File: src/rtl/ysyx_22050368_mdu.sv
// ysyx_22050368_mdu: iterative RV M-extension multiply/divide unit with valid/ready handshake
// Radix-2 shift-add multiply and restoring divide on absolute values, sign fixed up in a final cycle.
module ysyx_22050368_mdu #(
  parameter int XLEN     = 64,
  parameter bit WORD_OPS = 1,
  parameter int TAG_W    = 5
) (
  input  logic             clk,
  input  logic             rst_n,
  input  logic             flush_i,
  input  logic             in_valid_i,
  output logic             in_ready_o,
  input  logic [2:0]       in_op_i,
  input  logic             in_word_i,
  input  logic [XLEN-1:0]  in_rs1_i,
  input  logic [XLEN-1:0]  in_rs2_i,
  input  logic [TAG_W-1:0] in_tag_i,
  output logic             out_valid_o,
  input  logic             out_ready_i,
  output logic [XLEN-1:0]  out_data_o,
  output logic [TAG_W-1:0] out_tag_o,
  output logic             busy_o
);
  localparam int CW = $clog2(XLEN) + 1;
  typedef enum logic [1:0] {IDLE, CALC, FIX, DONE} state_e;
  state_e state_q, state_d;
  logic [2:0]        op_q, op_d;
  logic              word_q, word_d, negq_q, negq_d, negr_q, negr_d;
  logic [TAG_W-1:0]  tag_q, tag_d, otag_q, otag_d;
  logic [CW-1:0]     cnt_q, cnt_d, last;
  logic [XLEN-1:0]   a_q, a_d, b_q, b_d, rem_q, rem_d, data_q, data_d;
  logic [2*XLEN-1:0] mc_q, mc_d, acc_q, acc_d, p;
  logic              wd, is_div, s1, s2, n1, n2, div0, ovf, fast, brw;
  logic [XLEN-1:0]   x1, x2, abs1, abs2, fres, fdata, diff, q, r, m, raw, res;
  logic [XLEN:0]     t;
  function automatic logic [XLEN-1:0] sx(input logic [31:0] v);
    return XLEN'($signed(v));
  endfunction
  assign wd     = WORD_OPS && XLEN == 64 && in_word_i;
  assign is_div = in_op_i[2];
  assign s1     = is_div ? ~in_op_i[0] : in_op_i[1] ^ in_op_i[0];
  assign s2     = is_div ? ~in_op_i[0] : in_op_i[1:0] == 2'b01;
  assign x1     = wd ? (s1 ? sx(in_rs1_i[31:0]) : XLEN'(in_rs1_i[31:0])) : in_rs1_i;
  assign x2     = wd ? (s2 ? sx(in_rs2_i[31:0]) : XLEN'(in_rs2_i[31:0])) : in_rs2_i;
  assign n1     = s1 & x1[XLEN-1];
  assign n2     = s2 & x2[XLEN-1];
  assign abs1   = n1 ? -x1 : x1;
  assign abs2   = n2 ? -x2 : x2;
  // Divide fast paths: x/0 and most-negative/-1 resolve without iterating
  assign div0   = x2 == '0;
  assign ovf    = ~in_op_i[0] & x2 == '1 & (wd ? x1[31:0] == 32'h8000_0000 : x1 == {1'b1, {(XLEN-1){1'b0}}});
  assign fast   = is_div & (div0 | ovf);
  assign fres   = div0 ? (in_op_i[1] ? x1 : '1) : (in_op_i[1] ? '0 : x1);
  assign fdata  = wd ? sx(fres[31:0]) : fres;
  // Restoring divide step: partial remainder lives in rem_q, dividend/quotient shifts through a_q
  assign t      = {rem_q, a_q[XLEN-1]};
  assign brw    = t < {1'b0, b_q};
  assign diff   = t[XLEN-1:0] - b_q;
  assign last   = word_q ? CW'(31) : CW'(XLEN-1);
  assign p      = negq_q ? -acc_q : acc_q;
  assign q      = negq_q ? -a_q : a_q;
  assign r      = negr_q ? -rem_q : rem_q;
  assign m      = op_q[1:0] == 2'b00 ? p[XLEN-1:0] : p[2*XLEN-1:XLEN];
  assign raw    = op_q[2] ? (op_q[1] ? r : q) : m;
  assign res    = word_q ? sx(raw[31:0]) : raw;
  assign in_ready_o  = state_q == IDLE;
  assign busy_o      = state_q != IDLE;
  assign out_valid_o = state_q == DONE;
  assign out_data_o  = data_q;
  assign out_tag_o   = otag_q;
  always_comb begin
    state_d = state_q;
    op_d    = op_q;
    word_d  = word_q;
    tag_d   = tag_q;
    negq_d  = negq_q;
    negr_d  = negr_q;
    cnt_d   = cnt_q;
    a_d     = a_q;
    b_d     = b_q;
    mc_d    = mc_q;
    acc_d   = acc_q;
    rem_d   = rem_q;
    data_d  = data_q;
    otag_d  = otag_q;
    if (flush_i) state_d = IDLE;
    else
      unique case (state_q)
        IDLE: if (in_valid_i) begin
          op_d    = in_op_i;
          word_d  = wd;
          tag_d   = in_tag_i;
          negq_d  = n1 ^ n2;
          negr_d  = n1;
          cnt_d   = '0;
          a_d     = is_div ? (wd ? abs1 << (XLEN-32) : abs1) : abs2;
          b_d     = abs2;
          mc_d    = {{XLEN{1'b0}}, abs1};
          acc_d   = '0;
          rem_d   = '0;
          state_d = fast ? DONE : CALC;
          data_d  = fast ? fdata : data_q;
          otag_d  = fast ? in_tag_i : otag_q;
        end
        CALC: begin
          a_d     = op_q[2] ? {a_q[XLEN-2:0], ~brw} : a_q >> 1;
          rem_d   = op_q[2] ? (brw ? t[XLEN-1:0] : diff) : rem_q;
          acc_d   = (~op_q[2] & a_q[0]) ? acc_q + mc_q : acc_q;
          mc_d    = mc_q << 1;
          cnt_d   = cnt_q + CW'(1);
          state_d = cnt_q == last ? FIX : CALC;
        end
        FIX: begin
          data_d  = res;
          otag_d  = tag_q;
          state_d = DONE;
        end
        default: state_d = out_ready_i ? IDLE : DONE;
      endcase
  end
  always_ff @(posedge clk or negedge rst_n)
    if (!rst_n) begin
      state_q <= IDLE;
      op_q    <= '0;
      word_q  <= 1'b0;
      tag_q   <= '0;
      negq_q  <= 1'b0;
      negr_q  <= 1'b0;
      cnt_q   <= '0;
      a_q     <= '0;
      b_q     <= '0;
      mc_q    <= '0;
      acc_q   <= '0;
      rem_q   <= '0;
      data_q  <= '0;
      otag_q  <= '0;
    end else begin
      state_q <= state_d;
      op_q    <= op_d;
      word_q  <= word_d;
      tag_q   <= tag_d;
      negq_q  <= negq_d;
      negr_q  <= negr_d;
      cnt_q   <= cnt_d;
      a_q     <= a_d;
      b_q     <= b_d;
      mc_q    <= mc_d;
      acc_q   <= acc_d;
      rem_q   <= rem_d;
      data_q  <= data_d;
      otag_q  <= otag_d;
    end
endmodule

File: config.mk
export PLATFORM = sky130hd
export DESIGN_NAME = ysyx_22050368_mdu
export DESIGN_NICKNAME = d
export VERILOG_FILES = /design/src/rtl/ysyx_22050368_mdu.sv
export SDC_FILE = /design/constraint.sdc
export NUM_CORES = 2
export LEC_CHECK = 0
export CAP_MARGIN = 15
export CELL_PAD_IN_SITES_DETAIL_PLACEMENT = 2
export CELL_PAD_IN_SITES_GLOBAL_PLACEMENT = 2
export CORE_UTILIZATION = 41
export CTS_BUF_LIST = sky130_fd_sc_hd__clkbuf_8
export DETAILED_ROUTE_END_ITERATION = 12
export PLACE_DENSITY = 0.91
export SLEW_MARGIN = 10
export SYNTH_ARGS = -nofsm -noshare
export SYNTH_HDL_FRONTEND = slang
export SYNTH_SLANG_ARGS = --single-unit
File: constraint.sdc
create_clock -name clk -period 6.05 [get_ports clk]
set_input_delay 1.21 -clock clk [delete_from_list [all_inputs] [get_ports clk]]
set_output_delay 1.21 -clock clk [all_outputs]
set_load 0.03 [all_outputs]
# After elaboration in Yosys (flattened, before gate mapping)
# Cells that the tools add are included.
classes:
  n_eq_ne: 13
  order_cmp: 1
  n_bitwise: 13
  n_mux: 49
  add_sub_neg: 8
  n_reduce_logical: 11
op_table:
  columns: ["cell", "n"]
  rows:
  - ["64-bit 2-to-1 mux", 25]
  - ["128-bit 2-to-1 mux", 4]
  - ["128-bit case mux with 2 select lines", 2]
  - ["64-bit case mux with 2 select lines", 3]
  - ["64-bit negation", 4]
  - ["128-bit adder", 1]
  - ["64-bit equality test, second input constant", 2]
  - ["128-bit negation", 1]
  - ["65-bit by 64-bit < comparator with 1-bit output", 1]
  - ["64-bit logical NOT", 1]
  - ["64-bit subtractor", 1]
  - ["32-bit equality test, second input constant", 1]
  - ["7-bit case mux with 2 select lines", 1]
  - ["4-bit AND reduction", 3]
  - ["2-bit 2-to-1 mux", 5]
  - ["5-bit 2-to-1 mux", 2]
  - ["5-bit case mux with 2 select lines", 1]
  - ["7-bit by 1-bit adder with 7-bit output, second input constant", 1]
  - ["7-bit by 6-bit equality test with 1-bit output", 1]
  - ["7-bit 2-to-1 mux", 1]
  - ["1-bit AND", 6]
  - ["6-bit 2-to-1 mux", 1]
  - ["2-bit inequality test, second input constant", 3]
  - ["2-bit case mux with 3 select lines", 1]
  - ["11 further kinds", 23]
totals:
  wordCells: 109
  output_inout_bits: 72
  regBits: 537

# Logic depth before layout (Yosys ltp)
depth:
  depth_word: 13
  mapped_depth: 18
  depth_no_buf: 16

# Worst setup path before layout
# No wires, ideal clock.
synth_path:
  path_kind: "input to register"
  startpoint: "in in_op_i[1]"
  endpoint: "reg data_q[51], in the netlist out_data_o[51]"
  arrival_time_ns: 4.363
  path_slack_ns: 1.562
  required_ns: 5.925
  path_buffers: 4
  stages: 16
  cell_sequence: "clkbuf_1 > inv_1 > clkbuf_1 > clkbuf_1 > ha_1 > o21ai_0 > nor2_1 > nor2_1 > and2_4 > nor3b_4 > maj3_1 > a21oi_1 > clkbuf_1 > a21boi_0 > a21oi_1 > mux2_4"
synth_via:
  elab_chain_cells: 11
  elab_cells_between_ends: 25
  cone_classes: "eq/ne (4); mux (14); bitwise (5); reduce/logical (2)"
synth_lines:
  columns: ["item", "line_no", "rtl"]
  rows:
  - ["start: declaration", "13", "input logic [2:0] in_op_i,"]
  - ["2-bit by 1-bit equality test with 1-bit output or 1-bit bitwise XOR (tied branches)", "42, 41", null]
  - ["1-bit 2-to-1 mux, on equally long branches", "42, 41", null]
  - ["64-bit 2-to-1 mux, on equally long branches (2 in series)", "44, 43", null]
  - ["64-bit equality test", "51", "assign ovf = ~in_op_i[0] & x2 == '1 & (wd ? x1[31:0] == 32'h8000_0000 : x1 == {1'b1, {(XLEN-1){1'b0}}});"]
  - ["1-bit AND or 1-bit 2-to-1 mux (tied branches)", "51", null]
  - ["1-bit AND", "51", null]
  - ["1-bit bitwise OR", "52", "assign fast = is_div & (div0 | ovf);"]
  - ["1-bit AND", "52", null]
  - ["2-bit by 1-bit inequality test with 1-bit output (no line)", null, null]
  - ["4-bit AND reduction (no line)", null, null]
  - ["end signal: assignment", "150", "data_q <= data_d;"]
  - ["end: declaration", "31", "logic [XLEN-1:0] a_q, a_d, b_q, b_d, rem_q, rem_d, data_q, data_d;"]
# Parallel ways exist; a longest one is shown, timed or not. The select of a mux whose other input is x is not followed.
# A chain may end at the register's enable or synchronous reset.

# Worst setup path after layout
layout_path:
  startpoint: "reg mc_q[31]"
  endpoint: "reg acc_q[121]"
layout_via:
  elab_chain_cells: 3
layout_lines:
  columns: ["item", "line_no", "rtl"]
  rows:
  - ["start: declaration", "32", "logic [2*XLEN-1:0] mc_q, mc_d, acc_q, acc_d, p;"]
  - ["start signal: assignment", "147", "mc_q <= mc_d;"]
  - ["128-bit adder", "108", "acc_d = (~op_q[2] & a_q[0]) ? acc_q + mc_q : acc_q;"]
  - ["128-bit 2-to-1 mux", "108", null]
  - ["128-bit case mux with 2 select lines", "88", "unique case (state_q)"]
  - ["end signal: assignment", "133", "acc_q <= '0;"]
  - ["end signal: assignment", "148", "acc_q <= acc_d;"]
  - ["end: declaration", "32", null]
# Every way passes these cells. The select of a mux whose other input is x is not followed.

==> results.md <==
- Status: finished, final reports clean
- Wire per inst: 36.3 um
- Global-route usage over all layers: 0.479
- Final Hold Viols: 0
- Latest clock arrival within the worst-skew pair: 0.84 ns
- DRC viols: 0
- Final Skew: 0.0482 ns
- Cts bufs inserted: 109
- Routed wire length: 284 mm
- Root Driver: clkbuf_8
- Die Wd: 340 um
- CP max FO: 8
- Max cap viols: 0
- Critical-path top delay cell: o41ai_1
- Power per cell area: 308 nW/um^2
- CP required: 6.75 ns
- Top delay family on crit path: compound AO/OA/AOI/OAI gates
- Tcrit/Tclk final: 0.949
- Avg Synthesized Cell Area: 7.64 um^2
- Initial Utilization: 0.414
- R2R setup slack: 0.31 ns
- CTS tree: yes
- Mux cell area share after synthesis: 0.0256
- Synthesis Warnings: 0
- Worst hold-check path type: input port to async pin
- CP peak stage delay: 0.65 ns
- DR pass1 iterations: 5
- RSZ-0062 raised after global routing: no
- Post-route ant nets: 0
- Worst slew pin tran: 1.31 ns
- Number of synthesized flops with an enable pin: 0
- # hold bufs at CTS: 0
- CP Capture Type: register
- Syn Nets: 6460
- Share of layout cells above drive strength 1: 0.0749
- Peak supply drop: 0.186 mV
- Filler cells: 12600
- Post-Synth XOR/XNOR Area: 0.0982
- Final setup fails: 0
- Post-CTS sizing: 0
- PortBufs: 213
- Crit-path cells: ha_1 > nand4_1 > nor3_1 > o2111ai_1 > buf_4 > a2111o_1 > a31oi_1 > o31ai_1 > o21ai_0 > a31oi_1 > o41ai_1 > xnor2_1 > o21ai_0
- Crit path DAT: 6.44 ns
- Ranking of synthesized cells by area: dfrtp_1 (29%), o21ai_0 (8.1%), nand2_1 (6.7%)
- Yosys top cell area share: 0.288
- Final min period: 5.74 ns
- Placer Congestion: 1.06
- Worst path bufs/invs: 1
- Max frequency: 0.174 GHz
- DR vias: 54700
- Vias in the first global route: 56700
- Final nets: 6542
- Gr ovfl total: 0
- Synth Area in Compound Gates: 0.291
- IO Count: 214
- Initial DRC Count: 6162
- Setup TNS: 0 ns
- Clock Pin Slew Worst Setup and Hold Paths: 0.06 ns
- Yosys cell types: 91
- Slew HR: 0.122
- Final max-slew violation count: 0
- Die Ht: 340 um
- First-pass GRT wire length: 409 mm
- Final Cell Area: 53100 um^2
- Syn Inst Count: 6117
- Ys flop type: dfrtp_1
- Synth Area in Simple Gates: 0.189
- Crit Path Class: register to register
- CTS Buffer Depth: 3
- Sequential area share after synthesis: 0.288
- Biggest area consumer among synthesized cells: dfrtp_1
- Post-synthesis sequential element count: 537
- Most frequent cell after synthesis: nand2_1
- Post-CTS setup buffers: 0
- Layout area overhead: 13.7%
- Synth Area in Adders: 0.0610
- Via density: 7.00
- Die Area: 115000 um^2
- Placed cell areas: 50700 um^2
- Leak: 22.8 nW
- CORE AREA: 113000 um^2
- Post-synth top cells: nand2_1 (829), o21ai_0 (758), dfrtp_1 (537)
- Clock sinks: 537
- Largest family of logic cells by synthesized area: compound AO/OA/AOI/OAI gates
- Largest net degree at the start of global routing: 147
- H-Tree Depth: 3
- Initial antenna violation count: 33
- FP Rows: 123
- CP Launch Type: register
- Fraction of registers with async set/reset: 1.00
- Dpl hpwl: 211 mm
- Post-synth design cell area: 46700 um^2
[cells by family after synthesis]
kind of cell,after synthesis
AOI/OAI and AO/OA,2201
xor gates and xnor gates,524
adders and majority gates,233
buffers and inverters,584
DFF,537
muxes,113
and+or+nand+nor,1925
[metal layers]
metal,GRT usage,share of wire,vias up
li1,-,-,22400
met1,0.577,0.37,28000
met2,0.729,0.44,3238
met3,0.115,0.094,1082
met4,0.389,0.097,12
met5,0.000408,0.00026,-
[metrics by stage]
step | util | power [mW] | setup WS, ns | instances | hold WS (ns)
3_3_place_gp | 0.449 | 11.1 | 0.533 | 7587 | 0.458
5_1_grt | 0.471 | 16.7 | 0.330 | 7797 | 0.451
2_1_floorplan | - | 8.53 | 1.56 | 6117 | 0.443
4_1_cts | 0.470 | 15.9 | 0.614 | 7790 | 0.405
3_5_place_dp | 0.449 | 11.5 | 0.370 | 7587 | 0.470
6_report | 0.471 | 16.3 | 0.308 | 7814 | 0.397
[power by group]
group	switching, mW	internal [mW]
Clock	2.04	2.31
Sequential	0.788	4.02
Combinational	4.98	2.21
Total	7.81	8.53
[cell usage in the layout (no fill, tap or decap), drive strengths merged, types with 28 or more instances in the layout]
| master | n |
|---|---|
| nand2 | 830 |
| o21ai | 811 |
| dfrtp | 537 |
| a21oi | 494 |
| nor2 | 441 |
| xnor2 | 277 |
| xor2 | 247 |
| clkdlybuf4s50 | 210 |
| ha | 199 |
| inv | 199 |
| buf | 181 |
| a21o | 144 |
| clkbuf | 141 |
| o31ai | 120 |
| nor3 | 120 |
| nand4 | 113 |
| a22o | 85 |
| nand3 | 81 |
| mux2i | 69 |
| a22oi | 67 |
| nor4 | 67 |
| o211ai | 63 |
| a211oi | 57 |
| or3 | 57 |
| a31oi | 52 |
| or4 | 51 |
| o21bai | 49 |
| o41ai | 49 |
| mux2 | 44 |
| nand2b | 39 |
| o221ai | 37 |
| o21a | 36 |
| maj3 | 32 |
| and3 | 28 |
[state kept, by name, summed over array words and instances (netlist names)]
register and cells:
rem_q 64, op_q 3, state_q 2, negr_q 1
out_data_o 64, b_q 64, negq_q 1, a_q 64
acc_q 128, tag_q 5, word_q 1, cnt_q 7
out_tag_o 5, mc_q 128
[final cells by class]
| cell class | instances | area [um^2] | share of cell area |
|---|---|---|---|
| antenna | 23 | 57.6 | 0.00108 |
| sequential | 537 | 13500 | 0.253 |
| clock buffer | 141 | 1940 | 0.0365 |
| timing repair buffer | 391 | 3580 | 0.0675 |
| clock inverter | 62 | 430 | 0.00810 |
| multi-input combinational | 4996 | 31200 | 0.587 |
| inverter | 164 | 616 | 0.0116 |
| tap | 1500 | 1880 | 0.0353 |
[path summary, 6_finish.rpt]
check,from,to,cells after the start
max,mc_q[31],acc_q[121],13
max reg2reg,mc_q[31],acc_q[121],13
min,rst_n,b_q[35],1
min in group clk,b_q[29],b_q[29],2
max in group asynchronous,rst_n,mc_q[100],2
min reg2reg,b_q[29],b_q[29],2
Note: power is estimated with default switching activity, not from simulation.
